### config.mk
export PLATFORM = sky130hd
export DESIGN_NAME = ogege_scan_gen
export DESIGN_NICKNAME = d
export VERILOG_FILES = /design/src/rtl/ogege_video_pkg.sv /design/src/rtl/ogege_scan_axis.sv /design/src/rtl/ogege_scan_gen.sv
export SDC_FILE = /design/constraint.sdc
export NUM_CORES = 1
export LEC_CHECK = 0
export BUFFER_PORTS_ARGS = -buffer_cell sky130_fd_sc_hd__buf_2
export CAP_MARGIN = 20
export CORE_MARGIN = 3
export CORE_UTILIZATION = 25
export CTS_CLUSTER_SIZE = 24
export DETAILED_ROUTE_END_ITERATION = 8
export HOLD_SLACK_MARGIN = 0.05
export PLACE_DENSITY = 0.47
export SLEW_MARGIN = 20
export SYNTH_ARGS = -nofsm -noshare
export SYNTH_HDL_FRONTEND = slang
export SYNTH_SLANG_ARGS = --single-unit
### constraint.sdc
create_clock -name clk_i -period 3.2 [get_ports clk_i]
set_input_delay 0.16 -clock clk_i [delete_from_list [all_inputs] [get_ports clk_i]]
set_output_delay 0.16 -clock clk_i [all_outputs]
set_load 0.05 [all_outputs]
### src/rtl/ogege_video_pkg.sv
// Shared video timing constants, scale-mode encoding and raster-total helpers
// for the graphics generator's scan path.
package ogege_video_pkg;

  localparam int DEF_H_ACTIVE = 640;
  localparam int DEF_H_FP     = 16;
  localparam int DEF_H_SYNC   = 96;
  localparam int DEF_H_BP     = 48;
  localparam int DEF_V_ACTIVE = 480;
  localparam int DEF_V_FP     = 10;
  localparam int DEF_V_SYNC   = 2;
  localparam int DEF_V_BP     = 33;

  // Encoding equals the right-shift applied to raster coordinates.
  typedef enum logic [1:0] {
    SCALE_X1 = 2'd0,
    SCALE_X2 = 2'd1,
    SCALE_X4 = 2'd2
  } scale_e;

  function automatic int axis_total(input int active, input int fp, input int sync, input int bp);
    return active + fp + sync + bp;
  endfunction

  function automatic int h_total(input int active, input int fp, input int sync, input int bp);
    return axis_total(active, fp, sync, bp);
  endfunction

  function automatic int v_total(input int active, input int fp, input int sync, input int bp);
    return axis_total(active, fp, sync, bp);
  endfunction

  function automatic scale_e scale_decode(input logic [1:0] s);
    case (s)
      2'd1:    return SCALE_X2;
      2'd2:    return SCALE_X4;
      default: return SCALE_X1;
    endcase
  endfunction

endpackage

### src/rtl/ogege_scan_axis.sv
// One raster axis: position counter plus active/sync decode of the position
// that will be held after the current edge.
module ogege_scan_axis import ogege_video_pkg::*; #(
  parameter int   ACTIVE = DEF_H_ACTIVE,
  parameter int   FP     = DEF_H_FP,
  parameter int   SYNC   = DEF_H_SYNC,
  parameter int   BP     = DEF_H_BP,
  parameter int   SZ     = 10,
  parameter logic POL    = 1'b0
) (
  input  logic          clk,
  input  logic          rstn,
  input  logic          adv,
  output logic [SZ-1:0] cnt,
  output logic [SZ-1:0] nxt,
  output logic          wrap,
  output logic          act_nxt,
  output logic          sync
);

  localparam int TOTAL = axis_total(ACTIVE, FP, SYNC, BP);

  logic sync_nxt;

  assign wrap     = (cnt == SZ'(TOTAL - 1));
  assign nxt      = !adv ? cnt : (wrap ? '0 : cnt + 1'b1);
  assign act_nxt  = (nxt < SZ'(ACTIVE));
  assign sync_nxt = (nxt >= SZ'(ACTIVE + FP)) && (nxt < SZ'(ACTIVE + FP + SYNC));

  always_ff @(posedge clk or negedge rstn) begin
    if (!rstn) begin
      cnt  <= '0;
      sync <= ~POL;
    end else begin
      cnt  <= nxt;
      sync <= sync_nxt ? POL : ~POL;
    end
  end

endmodule

### src/rtl/ogege_scan_gen.sv
// Video scan generator: clock-enable pixel divider, H/V raster axes, text-cell
// coordinates with per-frame pixel replication, frame counter and vblank irq.
module ogege_scan_gen import ogege_video_pkg::*; #(
  parameter int   H_ACTIVE    = DEF_H_ACTIVE,
  parameter int   H_FP        = DEF_H_FP,
  parameter int   H_SYNC      = DEF_H_SYNC,
  parameter int   H_BP        = DEF_H_BP,
  parameter int   V_ACTIVE    = DEF_V_ACTIVE,
  parameter int   V_FP        = DEF_V_FP,
  parameter int   V_SYNC      = DEF_V_SYNC,
  parameter int   V_BP        = DEF_V_BP,
  parameter int   HSZ         = 10,
  parameter int   VSZ         = 10,
  parameter int   CLK_DIV     = 4,
  parameter int   CELL_W_LOG2 = 3,
  parameter int   CELL_H_LOG2 = 3,
  parameter logic HSYNC_POL   = 1'b0,
  parameter logic VSYNC_POL   = 1'b0
) (
  input  logic                       clk_i,
  input  logic                       rstn_i,
  input  logic                       en_i,
  input  logic [1:0]                 scale_i,
  input  logic                       irq_ack_i,
  output logic                       pix_ce_o,
  output logic [HSZ-1:0]             hcount_o,
  output logic [VSZ-1:0]             vcount_o,
  output logic                       de_o,
  output logic                       hsync_o,
  output logic                       vsync_o,
  output logic [CELL_W_LOG2-1:0]     cell_col_o,
  output logic [CELL_H_LOG2-1:0]     glyph_row_o,
  output logic [HSZ-CELL_W_LOG2-1:0] text_col_o,
  output logic [VSZ-CELL_H_LOG2-1:0] text_row_o,
  output logic                       line_start_o,
  output logic                       frame_start_o,
  output logic                       vblank_irq_o,
  output logic [15:0]                frame_cnt_o
);

  localparam int DW = (CLK_DIV > 1) ? $clog2(CLK_DIV) : 1;

  logic [DW-1:0]  div;
  logic           adv, h_wrap, v_wrap, h_act, v_act, de_nxt, fstart, vb_set;
  logic [HSZ-1:0] h_nxt, lx;
  logic [VSZ-1:0] v_cnt, v_nxt, ly;
  scale_e         scale_q, scale_eff;
  logic [1:0]     sh;

  assign adv = en_i && (div == DW'(CLK_DIV - 1));

  always_ff @(posedge clk_i or negedge rstn_i) begin
    if (!rstn_i)   div <= '0;
    else if (en_i) div <= adv ? '0 : div + 1'b1;
  end

  ogege_scan_axis #(
    .ACTIVE(H_ACTIVE), .FP(H_FP), .SYNC(H_SYNC), .BP(H_BP), .SZ(HSZ), .POL(HSYNC_POL)
  ) u_h (
    .clk(clk_i), .rstn(rstn_i), .adv(adv),
    .cnt(hcount_o), .nxt(h_nxt), .wrap(h_wrap), .act_nxt(h_act), .sync(hsync_o)
  );

  ogege_scan_axis #(
    .ACTIVE(V_ACTIVE), .FP(V_FP), .SYNC(V_SYNC), .BP(V_BP), .SZ(VSZ), .POL(VSYNC_POL)
  ) u_v (
    .clk(clk_i), .rstn(rstn_i), .adv(adv && h_wrap),
    .cnt(v_cnt), .nxt(v_nxt), .wrap(v_wrap), .act_nxt(v_act), .sync(vsync_o)
  );

  assign vcount_o = v_cnt;
  assign fstart   = adv && h_wrap && v_wrap;
  assign vb_set   = adv && h_wrap && (v_cnt == VSZ'(V_ACTIVE - 1));
  assign de_nxt   = h_act && v_act;

  // The new scale applies from the frame_start pixel onward, never mid-frame.
  assign scale_eff = fstart ? scale_decode(scale_i) : scale_q;
  assign sh        = scale_eff;
  assign lx        = h_nxt >> sh;
  assign ly        = v_nxt >> sh;

  always_ff @(posedge clk_i or negedge rstn_i) begin
    if (!rstn_i) begin
      pix_ce_o      <= 1'b0;
      line_start_o  <= 1'b0;
      frame_start_o <= 1'b0;
      de_o          <= 1'b0;
      cell_col_o    <= '0;
      glyph_row_o   <= '0;
      text_col_o    <= '0;
      text_row_o    <= '0;
      scale_q       <= SCALE_X1;
      vblank_irq_o  <= 1'b0;
      frame_cnt_o   <= '0;
    end else begin
      pix_ce_o      <= adv;
      line_start_o  <= adv && h_wrap;
      frame_start_o <= fstart;
      scale_q       <= scale_eff;
      if (adv) begin
        de_o        <= de_nxt;
        cell_col_o  <= de_nxt ? lx[CELL_W_LOG2-1:0]   : '0;
        text_col_o  <= de_nxt ? lx[HSZ-1:CELL_W_LOG2] : '0;
        glyph_row_o <= de_nxt ? ly[CELL_H_LOG2-1:0]   : '0;
        text_row_o  <= de_nxt ? ly[VSZ-1:CELL_H_LOG2] : '0;
      end
      if (vb_set) begin
        vblank_irq_o <= 1'b1;
        frame_cnt_o  <= frame_cnt_o + 16'd1;
      end else if (irq_ack_i) begin
        vblank_irq_o <= 1'b0;
      end
    end
  end

endmodule

==> impl_metrics.py <==
metrics = {
    "timing": {
        "transition_time_of_the_tightest_slew_check_pin_ns": 0.588,
        "final_period_minus_worst_setup_slack_ns": 3.05,
        "finalSetupViolations": 0,
        "slew_viol_final": 0,
        "clock.fmax_ghz": 0.328,
        "fin_crit_sh_pct": 95.4,
        "max-slew-margin-rel_pct": 60.8,
        "worst_clock_skew_ns": 0.00918,
        "setup_total_negative_slack_ns": 0,
        "hold_viol": 0,
        "unrepaired_setup_endpoints_after_global_routing": "no",
    },
    "place": {
        "gpl.final_weighted_congestion": 0.878,
        "placement.io_buffers": 68,
        "post-dp-hpwl_microns": 7130,
        "place_area_sq_um": 4060,
    },
    "logic_synthesis": {
        "post_synth_arst_share_pct": 100,
        "yosys.area.top_type": "sky130_fd_sc_hd__dfrtp_1",
        "post_synth_cell_types": 59,
        "synth_seq_cells": 67,
        "post_synth_instance_area_sq_um": 3430,
        "synth_sequential_area_ratio_pct": 48.9,
        "synth.top_cells.by_area": "sky130_fd_sc_hd__dfrtp_1, sky130_fd_sc_hd__nand2_1, sky130_fd_sc_hd__xnor2_1",
        "edff_count_synth": 0,
        "post_synth_inst_count": 342,
        "yosys_most_used_dff": "sky130_fd_sc_hd__dfrtp_1",
        "mappedNetlistNets": 353,
        "post-synth-top-area-fraction_pct": 47.4,
        "synth_area_per_cell_sq_um": 10.0,
        "yosys_warnings": 0,
    },
    "global_route": {
        "grt_usage_pct": 13.2,
        "antenna_found_initial": 0,
        "grt_remaining_overflow": 0,
        "grt_pass1_wl_microns": 15400,
        "grt_start_max_net_pins": 44,
        "vias_in_the_first_global_route": 2943,
    },
    "die": {
        "floorplan.die_area_sq_um": 15200,
        "io_pins": 69,
        "start_util_pct": 25.7,
        "area_of_the_core_region_sq_um": 13300,
        "die_h_microns": 123,
        "die_w_microns": 123,
        "row_count": 42,
    },
    "clock_network": {
        "cts_root_buf": "sky130_fd_sc_hd__clkbuf_16",
        "worst_skew_pair.late_latency_ns": 0.33,
        "cts.repair_timing.setup_buffer_count": 0,
        "numClockSinks": 67,
        "worst_setup_hold_path_clk_slew_ns": 0.06,
        "cts_buffers": 9,
        "cts_tree": "yes",
        "clockBufferDepth": 2,
        "cts_max_level": 3,
    },
    "power": {
        "vdd_ir_drop_max_uv": 274,
        "power.density_cell_area_nw_per_um2": 633,
        "leakagePower_nw": 2.26,
        "internal_power_mw": 1.77,
        "power_switching_mw": 1.01,
        "swShare_pct": 36.2,
        "combinationalPowerShare_pct": 28.4,
        "clkPwrFrac_pct": 35.1,
        "power.share.sequential_pct": 36.5,
    },
    "worst_hold_path": {
        "holdPathEnd": "div[1]",
        "min-delay-start": "en_i",
        "min_delay_path_depth": 2,
        "worstHoldPathType": "input pin to flop",
    },
    "cells_and_area": {
        "final_nets": 442,
        "insertedDiodeCount": 0,
        "layout.cells.most_common": "sky130_fd_sc_hd__buf_2",
        "final_area_sq_um": 4390,
        "fillers": 1438,
        "mostFrequentLayoutCells": "sky130_fd_sc_hd__buf_2, sky130_fd_sc_hd__dfrtp_1, sky130_fd_sc_hd__nand2_1",
        "area_delta_synth_final_pct": 27.9,
        "post_route_cells_drive_above_1_share_pct": 30.3,
    },
    "detailed_routing": {
        "detail-route-antenna-nets": 0,
        "drt-wirelength-per-cell_microns": 15.5,
        "drt_pre_antenna_iters": 4,
        "postRouteWirelength_microns": 9460,
        "vias_per_cell": 4.65,
        "dr_total_vias": 2845,
        "drt_iter0_drcs": 134,
        "drc": 0,
    },
    "worst_setup_path": {
        "setup.worst_path.end_class": "flop",
        "worst-setup-path-type": "flop to flop",
        "timing.critical_path.from_type": "flop",
        "crit_path_max_fanout": 12,
        "endpoint_of_the_worst_slack_reg_to_reg_timing_path": "text_row_o[2]",
        "rrSetupSlack_ns": 0.15,
        "reg2reg_from": "u_h.cnt[6]",
        "worst_ep_arrival_time_ns": 3.27,
        "worst_r2r_path_depth": 8,
        "critPathRequiredTime_ns": 3.41,
    },
    "job": {
        "max_cap_viol_count": 0,
    },
    "run_status": {
        "run_status": "finished, final reports clean",
    },
}
==> cells in the mapped netlist (all sizes together), types with 4 or more instances <==
library cell / n
dfrtp: 65
nand2: 42
o21ai: 26
inv: 24
nor2: 21
nand3: 15
xnor2: 15
xor2: 14
a21oi: 12
mux2i: 12
nor3: 12
nand4: 10
buf: 8
clkbuf: 5
ha: 5
nor4: 5
and2: 4
and3: 4
mux2: 4
==> cell families (layout without fill, tap and decap cells) <==
| logic type | Yosys count | in the layout | synth area share (%) |
|---|---|---|---|
| AOI/OAI and AO/OA | 61 | 61 | 12.4 |
| buffers and inverters | 38 | 132 | 5.72 |
| muxes | 16 | 16 | 4.81 |
| and+or+nand+nor | 126 | 126 | 19.0 |
| xor gates and xnor gates | 29 | 29 | 7.40 |
| adders and majority gates | 5 | 5 | 1.82 |
| DFF | 67 | 67 | 48.9 |
==> worst max-delay path: stages (launching register included) <==
cell and delay, ns:
sky130_fd_sc_hd__dfrtp_1 0.43, sky130_fd_sc_hd__or4b_4 0.60, sky130_fd_sc_hd__or4_4 0.51, sky130_fd_sc_hd__or2_0 0.37, sky130_fd_sc_hd__o21a_2 0.32, sky130_fd_sc_hd__inv_2 0.20
sky130_fd_sc_hd__nor3_1 0.09, sky130_fd_sc_hd__a311oi_1 0.35, sky130_fd_sc_hd__o21ai_2 0.07
==> power groups by stage <==
stage	registers (mW)	clock network [mW]	logic (mW)
after global routing	1.03	1.03	0.860
final	1.02	0.975	0.788
after global placement	1.03	0	0.789
after floorplan	1.33	0	0.280
after CTS	1.02	1.01	0.805
after detailed placement	1.03	0	0.800
==> stage by stage <==
step	cells	hold WS, ns	setup WS, ns	utilization, %	total power, mW
2_1_floorplan	342	-0.136	0.157	-	1.61
3_3_place_gp	594	0.357	0.219	30.4	1.82
3_5_place_dp	594	0.368	0.144	30.4	1.83
4_1_cts	612	0.153	0.122	32.8	2.83
5_1_grt	612	0.165	0.0523	32.9	2.92
6_report	612	0.170	0.148	32.9	2.78
==> repair_timing <==
item / CTS / global route
endpoints found under the setup margin: 0 / 2
resized for setup: 0 / 1
hold buffers: 2 / 0
hold endpoints to repair: 12 / 0
==> area by class of cell <==
type | count | area (sq um) | area share [%]
clock inverter | 3 | 20.0 | 0.456
tap | 176 | 220 | 5.02
timing repair buffer | 91 | 533 | 12.1
sequential | 67 | 1680 | 38.3
multi-input combinational | 237 | 1560 | 35.6
inverter | 25 | 95.1 | 2.17
clock buffer | 13 | 280 | 6.39
==> how the worst max path moves through the flow <==
stage          startpoint             to  slack, ns  cells past startpoint
5_1_grt        u_h.cnt[6]  text_row_o[2]       0.05                      8
2_1_floorplan  u_h.cnt[4]  text_row_o[2]       0.16                     10
6_report       u_h.cnt[6]  text_row_o[2]       0.15                      8
4_1_cts        u_h.cnt[6]  text_col_o[2]       0.12                      9
3_5_place_dp   u_h.cnt[6]  text_col_o[2]       0.14                      9
3_3_place_gp   u_h.cnt[6]  text_row_o[2]       0.22                      8
==> layer usage <==
| metal | global-route usage [%] | part of all wire [%] | up-vias |
|---|---|---|---|
| met5 | 0 | 0 | - |
| met4 | 4.50 | 1.8 | 0 |
| met3 | 3.71 | 5.3 | 15 |
| met2 | 20.6 | 45 | 86 |
| met1 | 17.6 | 48 | 1377 |
| li1 | - | - | 1367 |
==> registers in the layout, summed over array words and instances (netlist names), 2 cells and up <==
name         count
u_h.cnt         10
u_v.cnt         10
scale_q          2
cell_col_o       3
text_row_o       7
frame_cnt_o     16
div              2
text_col_o       7
glyph_row_o      3
Note: power is estimated with default switching activity, not from simulation.
